### config.mk
export PLATFORM = sky130hd
export DESIGN_NAME = mips32_program_loader
export DESIGN_NICKNAME = d
export VERILOG_FILES = /design/src/rtl/mips32_program_loader.sv
export SDC_FILE = /design/constraint.sdc
export NUM_CORES = 1
export LEC_CHECK = 0
export BUFFER_PORTS_ARGS = -buffer_cell sky130_fd_sc_hd__buf_2
export CORE_MARGIN = 4
export CORE_UTILIZATION = 45
export CTS_CLUSTER_SIZE = 12
export DETAILED_ROUTE_END_ITERATION = 16
export GPL_TIMING_DRIVEN = 0
export SLEW_MARGIN = 25
export SYNTH_ARGS = -nofsm -noshare
export SYNTH_HDL_FRONTEND = slang
export SYNTH_SLANG_ARGS = --single-unit
### constraint.sdc
create_clock -name clk1 -period 9.4 [get_ports clk1]
set_input_delay 1.88 -clock clk1 [delete_from_list [all_inputs] [get_ports clk1]]
set_output_delay 1.88 -clock clk1 [all_outputs]
set_load 0.005 [all_outputs]
### src/rtl/mips32_program_loader.sv
// rtl/mips32_program_loader.sv - framed byte-stream boot loader for the MIPS32 core memory
//
// Receives a framed program image over a valid/ready byte interface, assembles
// big-endian 32-bit words and writes them into the core's word memory. The core
// is released (cpu_run) only after the range and checksum checks pass.
//
// Ports:
//   clk1       in   rising-edge clock
//   rst_n      in   asynchronous active-low reset
//   restart    in   synchronous abort/clear back to IDLE
//   in_valid   in   byte available
//   in_data    in   byte value [7:0]
//   in_ready   out  loader can accept a byte
//   mem_we     out  one-cycle memory write strobe
//   mem_addr   out  word address [ADDR_W-1:0]
//   mem_wdata  out  word data [31:0]
//   cpu_run    out  core release (level)
//   load_done  out  frame accepted (sticky)
//   load_err   out  frame rejected (sticky)
//   err_code   out  0 none, 1 range, 2 checksum, 3 timeout
module mips32_program_loader #(
  parameter int ADDR_W         = 9,
  parameter int MEM_DEPTH      = 501,
  parameter int TIMEOUT_CYCLES = 1000
) (
  input  logic              clk1,
  input  logic              rst_n,
  input  logic              restart,
  input  logic              in_valid,
  input  logic [7:0]        in_data,
  output logic              in_ready,
  output logic              mem_we,
  output logic [ADDR_W-1:0] mem_addr,
  output logic [31:0]       mem_wdata,
  output logic              cpu_run,
  output logic              load_done,
  output logic              load_err,
  output logic [1:0]        err_code
);

  typedef enum logic [2:0] {
    S_IDLE,
    S_HDR,
    S_DATA,
    S_CSUM,
    S_DONE,
    S_ERR
  } state_t;

  localparam int            TW      = $clog2(TIMEOUT_CYCLES + 1);
  localparam logic [TW-1:0] T_LAST  = TW'(TIMEOUT_CYCLES - 1);
  localparam logic [16:0]   DEPTH17 = 17'(MEM_DEPTH);

  state_t        state, state_next;
  logic [1:0]    err_next;
  logic          accept;
  logic          in_frame;
  logic          timeout_hit;

  logic [1:0]    hdr_cnt;
  logic [1:0]    byte_cnt;
  logic [23:0]   shreg;
  logic [15:0]   start_addr;
  logic [15:0]   word_cnt;
  logic [15:0]   word_idx;
  logic [7:0]    sum;
  logic [TW-1:0] idle_cnt;

  logic [31:0]   cur_word;
  logic [16:0]   range_end;
  logic [7:0]    sum_next;

  // The same shift register serves the header (start/count) and the data words;
  // cur_word is the full 32-bit value completed by the byte on the bus.
  assign cur_word  = {shreg, in_data};
  assign range_end = {1'b0, cur_word[31:16]} + {1'b0, cur_word[15:0]};
  assign sum_next  = sum + in_data;

  assign in_frame  = (state == S_HDR) || (state == S_DATA) || (state == S_CSUM);
  assign in_ready  = (state == S_IDLE) || in_frame;
  // restart wins over byte acceptance: a byte presented with restart is not consumed.
  assign accept    = in_valid && in_ready && !restart;
  // A byte accepted on the same edge takes priority over the timeout.
  assign timeout_hit = in_frame && !accept && (idle_cnt == T_LAST);

  assign cpu_run   = (state == S_DONE);
  assign load_done = (state == S_DONE);
  assign load_err  = (state == S_ERR);

  always_ff @(posedge clk1 or negedge rst_n) begin
    if (!rst_n) begin
      state    <= S_IDLE;
      err_code <= 2'd0;
    end else begin
      state    <= state_next;
      err_code <= err_next;
    end
  end

  always_comb begin
    state_next = state;
    err_next   = err_code;
    if (restart) begin
      state_next = S_IDLE;
      err_next   = 2'd0;
    end else if (accept) begin
      case (state)
        S_IDLE: begin
          if (in_data == 8'hA5) state_next = S_HDR;
        end
        S_HDR: begin
          if (hdr_cnt == 2'd3) begin
            if ((cur_word[15:0] == 16'd0) || (range_end > DEPTH17)) begin
              state_next = S_ERR;
              err_next   = 2'd1;
            end else begin
              state_next = S_DATA;
            end
          end
        end
        S_DATA: begin
          if ((byte_cnt == 2'd3) && (word_idx == word_cnt - 16'd1)) state_next = S_CSUM;
        end
        S_CSUM: begin
          if (in_data == sum) begin
            state_next = S_DONE;
          end else begin
            state_next = S_ERR;
            err_next   = 2'd2;
          end
        end
        default: ;
      endcase
    end else if (timeout_hit) begin
      state_next = S_ERR;
      err_next   = 2'd3;
    end
  end

  always_ff @(posedge clk1 or negedge rst_n) begin
    if (!rst_n) begin
      mem_we     <= 1'b0;
      mem_addr   <= '0;
      mem_wdata  <= 32'd0;
      hdr_cnt    <= 2'd0;
      byte_cnt   <= 2'd0;
      shreg      <= 24'd0;
      start_addr <= 16'd0;
      word_cnt   <= 16'd0;
      word_idx   <= 16'd0;
      sum        <= 8'd0;
      idle_cnt   <= '0;
    end else begin
      mem_we <= 1'b0;
      if (restart) begin
        hdr_cnt  <= 2'd0;
        byte_cnt <= 2'd0;
        word_idx <= 16'd0;
        sum      <= 8'd0;
        idle_cnt <= '0;
      end else begin
        if (accept || !in_frame) idle_cnt <= '0;
        else                     idle_cnt <= idle_cnt + TW'(1);

        if (accept) begin
          case (state)
            S_IDLE: begin
              hdr_cnt  <= 2'd0;
              byte_cnt <= 2'd0;
              word_idx <= 16'd0;
              sum      <= 8'd0;
            end
            S_HDR: begin
              shreg   <= {shreg[15:0], in_data};
              hdr_cnt <= hdr_cnt + 2'd1;
              sum     <= sum_next;
              if (hdr_cnt == 2'd3) begin
                start_addr <= cur_word[31:16];
                word_cnt   <= cur_word[15:0];
              end
            end
            S_DATA: begin
              shreg    <= {shreg[15:0], in_data};
              byte_cnt <= byte_cnt + 2'd1;
              sum      <= sum_next;
              if (byte_cnt == 2'd3) begin
                mem_we    <= 1'b1;
                // Range check guarantees start_addr + word_idx < MEM_DEPTH.
                mem_addr  <= ADDR_W'(start_addr + word_idx);
                mem_wdata <= cur_word;
                word_idx  <= word_idx + 16'd1;
              end
            end
            default: ;
          endcase
        end
      end
    end
  end

endmodule
* After elaboration in Yosys (flattened, before gate mapping)
Cells that the tools add are included.
Storage, ports and cells: flip-flop bits (word level) 134, output and inout port bits 48
Operators by class: add/subtract/negate cells 8, order comparisons 1, equal/unequal tests 19, multiplexer cells 35, bitwise gates (word level) 1, reduce and logical (&&, ||, !) cells 30
Operator list (count):
- 16-bit 2-to-1 mux | 3
- 16-bit one-hot mux with 2 select lines | 1
- 3-bit 2-to-1 mux | 7
- 10-bit 2-to-1 mux | 2
- 2-bit 2-to-1 mux | 10
- 16-bit by 16-bit adder with 17-bit output | 1
- 17-bit by 9-bit > comparator with 1-bit output, second input constant | 1
- 16-bit by 1-bit adder with 16-bit output, second input constant | 1
- 16-bit == test | 1
- 16-bit zero test | 1
- 8-bit 2-to-1 mux | 2
- 4-bit by 3-bit != test with 1-bit output, second input constant | 4
- 8-bit one-hot mux with 2 select lines | 1
- 16-bit by 1-bit subtractor with 16-bit output, second input constant | 1
- 2-bit one-hot mux with 2 select lines | 3
- 3-bit one-hot mux with 4 select lines | 1
- 3-bit nonzero test | 4
- 10-bit by 1-bit adder with 10-bit output, second input constant | 1
- 10-bit == test, second input constant | 1
- 5-bit AND reduction | 2
- 9-bit adder | 1
- 8-bit adder | 1
- 8-bit == test | 1
- 8-bit == test, second input constant | 1
- other kinds (20) | 42

* Logic depth before layout (Yosys ltp)
depth in word-level cells 12, depth in mapped cells 13, depth with buffers taken out 12

* Worst setup path after synthesis
No wires, ideal clock.
kind input -> register, start point input in_data[1], end point register word_cnt[10], library setup time 0.125 ns, data arrival time 4.802 ns, required time 9.275 ns, setup slack 4.473 ns, cell stages on the path 11, path through or4_1 > o31ai_1 > nor2_1 > or4_1 > a2111o_1 > nor4b_2 > o21ai_2 > or3_1 > buf_2 > buf_6 > mux2_4
RTL lines:
- start: declaration | RTL line 30 | input logic [7:0] in_data,
- end signal: assignment | RTL line 179 | word_cnt <= cur_word[15:0];
- end: declaration | RTL line 64 | logic [15:0] word_cnt;

* Worst setup path in the final report
start point input in_data[0], end point register err_code[1]
Between the ends: cells in the longest elaborated chain, start to end 5, elaborated cells on any way between the ends 8, classes of those cells 1 x add/sub; 1 x order compare; 3 x eq/ne; 3 x reduce/logical
RTL lines:
- 16-bit by 16-bit adder with 17-bit output | RTL line 76 | assign range_end = {1'b0, cur_word[31:16]} + {1'b0, cur_word[15:0]};
- 17-bit by 9-bit > comparator with 1-bit output | RTL line 113 | if ((cur_word[15:0] == 16'd0) || (range_end > DEPTH17)) begin
- 1-bit logical OR | RTL line 113
- 4-bit by 3-bit != test with 1-bit output (no source line)
- 5-bit AND reduction (no source line) *
- end signal: assignment | RTL line 96 | err_code <= err_next;
- end: declaration | RTL line 38 | output logic [1:0] err_code
Mark *: on every way between the ends. The rest lies on a longest branch, timed or not. A chain may end at the register's enable or synchronous reset.

==> flow_summary.json <==
{
  "wl_per_cell_um": 17.5,
  "synth_seq_cells": 134,
  "r2r_start": "word_cnt[0]",
  "cts_resized": 0,
  "ys.warnings.count": 0,
  "fp.dieArea_mm2": 0.0188,
  "cap_violations": 0,
  "hold_viol_final": 0,
  "dieWidth_um": 137,
  "top_layer": "met4",
  "fin_util_pct": 54.2,
  "crit_arrival_ps": 5540,
  "holdCritPathClass": "reg2reg",
  "cts.path.max_buffers": 2,
  "synthDistinctLibCells": 63,
  "core-area_mm2": 0.0161,
  "drc": 0,
  "n_antenna_cell": 0,
  "grt_util_all_layers_pct": 21.9,
  "fmax_mhz": 191,
  "cts_buffers": 17,
  "power_density_mw_per_mm2": 244,
  "total_power_mw": 2.13,
  "drive_gt1_share_pct": 13.8,
  "hold_depth": 2,
  "vias": 6249,
  "cts_tree": "yes",
  "synth_nets": 871,
  "skew_ps": 7.77,
  "startpoint_type": "input pin",
  "crit_path_frequent_cell": "o21ai_0",
  "num-fill-cells": 1515,
  "setup_violations": 0,
  "area_growth_pct": 16.3,
  "worstHoldStart": "mem_wdata[22]",
  "tightest_slew_ps": 757,
  "syn_area_mm2": 0.00751,
  "synth_area_leaders": "dfrtp_1 (45%), nand2_1 (10%), ha_1 (6.0%)",
  "required_ps": 9700,
  "initial_core_util_pct": 46.6,
  "insertion_delay_ps": 430,
  "synthCells": 820,
  "fin_area_mm2": 0.00874,
  "path_class": "in2reg",
  "clock-root-buffer": "clkbuf_16",
  "portBuffers": 59,
  "ff2ff_setup_slack_ps": 5250,
  "fin_tns_setup_ps": 0,
  "clkTransAtPathRegs_ps": 60,
  "dr_wl_met2_um": 9080,
  "grt_overflow_total": 0,
  "reg2reg_depth": 11,
  "met3RoutedLength_um": 1110,
  "drv_slew": 0,
  "holdBufCountCts": 0,
  "die_y_um": 137,
  "grt_pass1_vias": 6082,
  "synth_flop_cell": "dfrtp_1",
  "yosys.area.top_type": "dfrtp_1",
  "status": "finished, final reports clean",
  "netlist.area_leader.share_pct": 44.6,
  "worstPathCellList": "buf_2 -> ha_1 -> inv_1 -> fa_1 -> nor2b_1 -> o2111ai_1 -> a21oi_1 -> o21ai_0 -> mux2i_1 -> o21ai_0 -> or4b_2 -> a41oi_1 -> mux2_2",
  "setup_slack_ps": 4170,
  "antenna_found_initial": 0,
  "grt_pass1_wl_um": 32100,
  "io_pins": 60,
  "synth-seq-area-share_pct": 44.6,
  "placed_cell_area_mm2": 0.00812,
  "met1Wirelength_um": 9190,
  "path_max_fanout": 7,
  "end_kind": "flop",
  "fin_crit_ps": 5230,
  "relSlewSlack_pct": 49.6,
  "pre_cts_ws_ps": 3770,
  "dr.pass1.iters": 5,
  "synth_edf_count": 0,
  "num_rows": 46,
  "power.leakage_nw": 4.36,
  "reg2reg_to": "word_cnt[0]",
  "critPathSlowestCell": "or4b_2",
  "antenna_left": 0,
  "synth_common_cells": "nand2_1 (203), dfrtp_1 (134), nor2_1 (55)",
  "rsz0062_at_grt": "false",
  "syn_avg_cell_area_um2": 9.16,
  "gp_congestion": 0.967,
  "dp_hpwl_um": 14200,
  "cts_sinks": 134,
  "htree_levels": 4,
  "drt-total-wl_um": 19700,
  "fin_crit_sh_pct": 55.7,
  "drt-initial-drc-count": 577,
  "worstHoldEndpoint": "mem_wdata[22]",
  "nets": 950,
  "post_cts_buffers": 0,
  "peakVddDrop_uv": 161,
  "yosys.cell_count.top_type": "nand2_1",
  "grt_max_degree": 89,
  "slowest_delay_ps": 740,
  "async_flop_share_pct": 100,
  "vias_per_cell": 5.54
}
-- logic make-up after synthesis --
logic type / Yosys count / share of synthesized area [%]
flip-flops: 134 / 44.6
AND/OR/NAND/NOR: 358 / 21.4
AO/OA/AOI/OAI: 145 / 12.2
buffers and inverters: 59 / 3.26
adder cells (fa/ha/maj): 39 / 6.79
multiplexers: 30 / 5.33
XOR/XNOR: 55 / 6.41
-- power by group --
group	leakage (nW)	switching (mW)	internal (mW)	total, mW
sequential	1.81	0.146	0.670	0.816
clock	0.295	0.270	0.428	0.697
combinational	2.26	0.337	0.283	0.621
total	4.36	0.753	1.38	2.13
-- cell usage in the layout (no fill, tap or decap), types with 9 or more instances in the layout --
master | netlist | layout
mux2_4 | 18 | 18
nor2_1 | 55 | 55
clkbuf_16 | 0 | 17
a21o_1 | 9 | 9
dfrtp_1 | 134 | 134
nand2_1 | 203 | 203
ha_1 | 36 | 36
o21ai_0 | 42 | 42
buf_2 | 1 | 59
clkbuf_1 | 23 | 24
nor4_1 | 9 | 9
xor2_1 | 30 | 30
nand2b_1 | 9 | 9
nand3_1 | 24 | 24
inv_1 | 28 | 28
xnor2_1 | 25 | 25
a21oi_1 | 40 | 39
-- critical path, delay by kind of cell --
family          cells  cell delay [ps]
simple gates        2              880
mux                 2              560
compound gates      5             1260
buf+inv             2              290
fa+ha+maj           2              680
-- layer usage --
layer  vias up  track usage, %
met5         -               0
met4         0            6.49
met3        32            4.57
met2       170            33.7
met1      3042            31.4
li1       3005               -
-- flip-flops by register name (all words and copies together) (netlist names) --
register,cells
hdr_cnt,2
start_addr,9
mem_we,1
sum,8
mem_addr,9
word_cnt,16
idle_cnt,10
err_code,2
byte_cnt,2
word_idx,16
shreg,24
state,3
mem_wdata,32
-- worst max path at each step --
stage               start           end  slack, ps
6_report       in_data[0]   err_code[1]       4170
5_1_grt        in_data[0]   err_code[1]       3990
4_1_cts        in_data[0]   err_code[1]       4210
3_5_place_dp   in_data[0]   err_code[0]       3770
3_3_place_gp   in_data[0]   err_code[1]       3830
2_1_floorplan  in_data[1]  word_cnt[10]       4470
-- metrics by stage --
step,hold WS (ps),instances
2_1_floorplan,454,820
3_3_place_gp,453,1095
3_5_place_dp,457,1096
4_1_cts,472,1128
5_1_grt,488,1128
6_report,469,1128
-- layout make-up --
cell class	count	area [um2]	share of cell area (%)
multi-input cells	627	3920	44.9
clock inverters	13	171	1.96
repair buffers	60	333	3.81
well taps	216	270	3.09
flip-flops and latches	134	3350	38.4
plain buffers	31	140	1.60
clock buffers	19	443	5.07
inverters	28	105	1.20
(Power assumes the default switching activity.)
